File: src/rtl/counter_sequencer.sv
// Programmable interval timer: sequences a WIDTH-bit up-counter through IDLE/RUN/HOLD/DONE.
// Optional step prescaler and its `prescale` port are enabled by defining PRESCALE_EN.
module counter_sequencer #(
    parameter int WIDTH      = 8,
    parameter int PRESCALE_W = 4
) (
    input  logic                  clk,
    input  logic                  reset,
    input  logic                  cfg_valid,
    output logic                  cfg_ready,
    input  logic [WIDTH-1:0]      cfg_period,
    input  logic                  cfg_periodic,
    input  logic                  start,
    input  logic                  stop,
    output logic [WIDTH-1:0]      count,
    output logic                  busy,
    output logic                  tick,
    output logic                  done
`ifdef PRESCALE_EN
    ,
    input  logic [PRESCALE_W-1:0] prescale
`endif
);

    typedef enum logic [1:0] {
        IDLE = 2'd0,
        RUN  = 2'd1,
        HOLD = 2'd2,
        DONE = 2'd3
    } state_t;

    localparam logic [WIDTH-1:0]      CountOne = {{(WIDTH-1){1'b0}}, 1'b1};
    localparam logic [PRESCALE_W-1:0] PresOne  = {{(PRESCALE_W-1){1'b0}}, 1'b1};

    state_t                r_state;
    logic [WIDTH-1:0]      r_count;
    logic                  r_tick;
    logic [WIDTH-1:0]      r_period;
    logic                  r_periodic;
    logic [PRESCALE_W-1:0] r_presc;

    state_t                w_stateNext;
    logic [WIDTH-1:0]      w_countNext;
    logic                  w_tickNext;
    logic [WIDTH-1:0]      w_periodNext;
    logic                  w_periodicNext;
    logic [PRESCALE_W-1:0] w_prescNext;
    logic [PRESCALE_W-1:0] w_prescaleSel;
    logic                  w_stepDue;
    logic                  w_wrap;

    // Without the prescaler the compare value is zero, so every RUN cycle is a step.
`ifdef PRESCALE_EN
    assign w_prescaleSel = prescale;
`else
    assign w_prescaleSel = '0;
`endif

    assign w_stepDue = (r_presc == w_prescaleSel);
    assign w_wrap    = (r_count == (r_period - CountOne));

    assign cfg_ready = (r_state == IDLE);
    assign busy      = (r_state == RUN) || (r_state == HOLD);
    assign done      = (r_state == DONE);
    assign count     = r_count;
    assign tick      = r_tick;

    always_ff @(posedge clk) begin
        if (reset) begin
            r_state    <= IDLE;
            r_count    <= '0;
            r_tick     <= 1'b0;
            r_period   <= '0;
            r_periodic <= 1'b0;
            r_presc    <= '0;
        end else begin
            r_state    <= w_stateNext;
            r_count    <= w_countNext;
            r_tick     <= w_tickNext;
            r_period   <= w_periodNext;
            r_periodic <= w_periodicNext;
            r_presc    <= w_prescNext;
        end
    end

    // stop is tested before start in every state so a simultaneous request pauses/aborts.
    always_comb begin
        w_stateNext    = r_state;
        w_countNext    = r_count;
        w_tickNext     = 1'b0;
        w_periodNext   = r_period;
        w_periodicNext = r_periodic;
        w_prescNext    = r_presc;

        if (cfg_valid && (r_state == IDLE)) begin
            w_periodNext   = cfg_period;
            w_periodicNext = cfg_periodic;
        end

        case (r_state)
            IDLE: begin
                if (!stop && start && (r_period != '0)) begin
                    w_stateNext = RUN;
                    w_countNext = '0;
                    w_prescNext = '0;
                end
            end
            RUN: begin
                if (stop) begin
                    w_stateNext = HOLD;
                end else if (w_stepDue) begin
                    w_prescNext = '0;
                    if (w_wrap) begin
                        w_countNext = '0;
                        w_tickNext  = 1'b1;
                        if (!r_periodic) begin
                            w_stateNext = DONE;
                        end
                    end else begin
                        w_countNext = r_count + CountOne;
                    end
                end else begin
                    w_prescNext = r_presc + PresOne;
                end
            end
            HOLD: begin
                if (stop) begin
                    w_stateNext = IDLE;
                    w_countNext = '0;
                end else if (start) begin
                    w_stateNext = RUN;
                end
            end
            DONE: begin
                w_countNext = '0;
                if (stop) begin
                    w_stateNext = IDLE;
                end else if (start) begin
                    w_stateNext = RUN;
                    w_prescNext = '0;
                end
            end
            default: begin
                w_stateNext = IDLE;
                w_countNext = '0;
            end
        endcase
    end

endmodule

File: config.mk
export PLATFORM = sky130hd
export DESIGN_NAME = counter_sequencer
export DESIGN_NICKNAME = d
export VERILOG_FILES = /design/src/rtl/counter_sequencer.sv
export SDC_FILE = /design/constraint.sdc
export NUM_CORES = 1
export LEC_CHECK = 0
export CAP_MARGIN = 20
export CORE_MARGIN = 1.5
export CORE_UTILIZATION = 53
export CTS_CLUSTER_DIAMETER = 80
export DETAILED_ROUTE_END_ITERATION = 8
export PLACE_DENSITY = 0.89
export SYNTH_ARGS = -nofsm -noshare
export SYNTH_HDL_FRONTEND = slang
export SYNTH_SLANG_ARGS = --single-unit
File: constraint.sdc
create_clock -name clk -period 2.7 [get_ports clk]
set_input_delay 0.27 -clock clk [delete_from_list [all_inputs] [get_ports clk]]
set_output_delay 0.27 -clock clk [all_outputs]
set_load 0.05 [all_outputs]
==> results.toml <==
[status]
outcome = "finished clean"

[setup_path]
crit_family = "compound AO/OA/AOI/OAI gates"
cp.required_ns = 2.97
critPathCaptureType = "flip-flop"
cp.arrival_ns = 2.48
worst-path-buf-inv = 1
start_kind = "flip-flop"
crit_chain = "inv_1 > ha_1 > nor2b_1 > o21ba_2 > a211oi_1 > o22ai_2 > nor4_1 > o311a_1"
crit_type = "reg -> reg"
crit_path_max_incr_delay_ns = 0.45
crit_fanout = 7
slowest_stage = "dfxtp_1"

[layout]
drive_gt1_share_pct = 8.88
mostFrequentLayoutCells = "nand2_1 (27), clkdlybuf4s50_1 (25), dfxtp_1 (24)"
seq_area_um2 = 480
n_fill_cell = 235
num_antenna_cells = 0
fin_cells = 245
area_growth_pct = 21.0
fin_nets = 238
final_common_cell = "nand2_1"
multiInputGateArea_um2 = 1010

[routing]
dr_total_vias = 1440
drtPass1Iterations = 4
wl_um = 3270
wl_per_cell_um = 13.3
viasPerCell = 5.88
drc = 0
initialDrtViolationCount = 80
drtAntennaViolNets = 0

[yosys]
yosysUniqueCellTypes = 45
async_reset_ff_share_pct = 0
synth_edf_count = 0
yosysWarnings = 0
synth_cells = 190
seq_area_frac_synth_pct = 30.9
synth_fp_nets = 213
synth_ff_type = "dfxtp_1"
syn_area_per_cell_um2 = 8.19
ys_ff_latch = 24
synth_area_um2 = 1560

[sta]
skew_ns = 0.0118
fmax_mhz = 452
fin_setup_tns_ns = 0
worstMarginPinSlew_ns = 0.542
hold_viol = 0
rsz0062_at_grt = "no"
relSlewSlack_pct = 63.8
fin_crit_ns = 2.21
final-setup-viol-count = 0
drv_slew = 0
finalCritPeriodShare_pct = 82.0

[power]
ir_worst_vdd_v = 0.000505
switching_share_pct = 37.8
p_clk_share_pct = 23.4
internal-power_uw = 707
seqPwrFrac_pct = 36.1
p_sw_uw = 430
leakage_nw = 0.715
power_density_nw_per_um2 = 604
p_comb_share_pct = 40.4

[grt]
antenna_found_initial = 0
grt_pass1_wl_um = 5650
overflow = 0
grt_max_degree = 17
grtUsageTotal_pct = 21.7
grt_pass1_vias = 1268

[placement]
io_buffers = 25
dpl.hpwl_um = 2480
gp_congestion = 0.844
dp.cells = 241

[clock_network]
clk_pin_slew_ns = 0.15
cts-root-buf = "clkbuf_4"
ctsHoldBuffers = 0
cts_buffers = 3
cts_tree = "done"
clockBufferDepth = 2
clock-sinks = 24
worstSkewPairLatency_ns = 0.32
cts_resized = 0
htreeDepth = 1
cts_setup_buffers = 0

[die]
die_h_um = 57.2
io_pins = 26
core-area_um2 = 2780
floorplan.initialDensity_pct = 55.9
rows = 19
fp.dieArea_um2 = 3270
die_w_um = 57.2

[hold_path]
hp-class = "in -> reg"

[run]
drv_cap = 0
cells by family (layout without fill, tap and decap cells):
logic type	count (synthesis)	in the layout	synth area share, %
flip-flops	24	24	30.9
buffers and inverters	16	40	4.10
AND/OR/NAND/NOR	90	90	32.8
multiplexers	1	1	0.724
adder cells (fa/ha/maj)	9	9	7.24
AO/OA/AOI/OAI	39	39	18.0
XOR/XNOR	11	11	6.19
registers in the layout (all words and copies together) (netlist names):
name / count
r_state: 2
r_period: 8
r_periodic: 1
tick: 1
r_presc: 4
count: 8
routing by layer:
layer | vias up | track usage, % | wire length, µm
met5 | - | 0 | 0
met4 | 0 | 9.63 | 59
met3 | 8 | 2.04 | 122
met2 | 47 | 34.3 | 1560
met1 | 657 | 30.3 | 1530
li1 | 728 | - | -
synth_stat cells, drive strengths merged, types with 2 or more instances:
cell type / count / area [µm²]
or3: 2 / 12.5
nor2b: 4 / 25.0
nor3b: 2 / 15.0
inv: 9 / 33.8
xnor2: 5 / 43.8
xor2: 6 / 52.6
nand4: 3 / 18.8
nand2b: 4 / 25.0
o311a: 2 / 20.0
nor2: 9 / 33.8
and3: 4 / 25.0
ha: 9 / 113
a211oi: 3 / 22.5
a21oi: 17 / 85.1
nand3: 14 / 82.6
dfxtp: 24 / 480
o32ai: 2 / 25.0
o21ai: 6 / 41.3
o22ai: 4 / 31.3
nand2: 27 / 101
nor4b: 2 / 17.5
nor3: 8 / 50.1
nor4: 3 / 33.8
nand3b: 2 / 15.0
clkbuf: 6 / 22.5
path summary, 6_finish.rpt:
path | startpoint | end | slack [ns] | cells after the start
worst max-delay path | r_period[0] | r_state[0] | 0.49 | 8
worst min-delay path | cfg_period[0] | r_period[0] | 0.48 | 3
worst min register to register | r_period[7] | r_period[7] | 0.50 | 2
worst max register to register | r_period[0] | r_state[0] | 0.49 | 8
power by group through the flow:
stage / Clock, mW / Combinational [mW] / Sequential, mW
5_1_grt: 0.281 / 0.503 / 0.415
2_1_floorplan: 0 / 0.356 / 0.419
3_3_place_gp: 0 / 0.450 / 0.417
3_5_place_dp: 0 / 0.459 / 0.419
6_report: 0.266 / 0.459 / 0.411
4_1_cts: 0.267 / 0.461 / 0.411
layout make-up:
type / instances / share of cell area, %
inverters: 9 / 1.80
flip-flops and latches: 24 / 25.5
clock buffers: 3 / 1.20
repair buffers: 27 / 14.1
well taps: 31 / 2.06
clock inverters: 1 / 1.60
multi-input cells: 150 / 53.7
worst min-delay path, delay by kind of cell:
family,cells,cell delay [ns]
AOI/OAI and AO/OA,1,0.05
buffers and inverters,1,0.39
and+or+nand+nor,1,0.07
stage by stage:
step	hold WS [ns]	total power, mW	cell area [µm²]	util [%]	worst slack, ns
after detailed placement	0.480	0.878	1830	65.8	0.400
after CTS	0.491	1.14	1880	67.7	0.496
after global routing	0.493	1.20	1880	67.7	0.248
final	0.485	1.14	1880	67.7	0.485
after global placement	0.470	0.868	1830	65.8	0.470
after floorplan	0.417	0.774	1560	-	0.416
(Power assumes the default switching activity.)
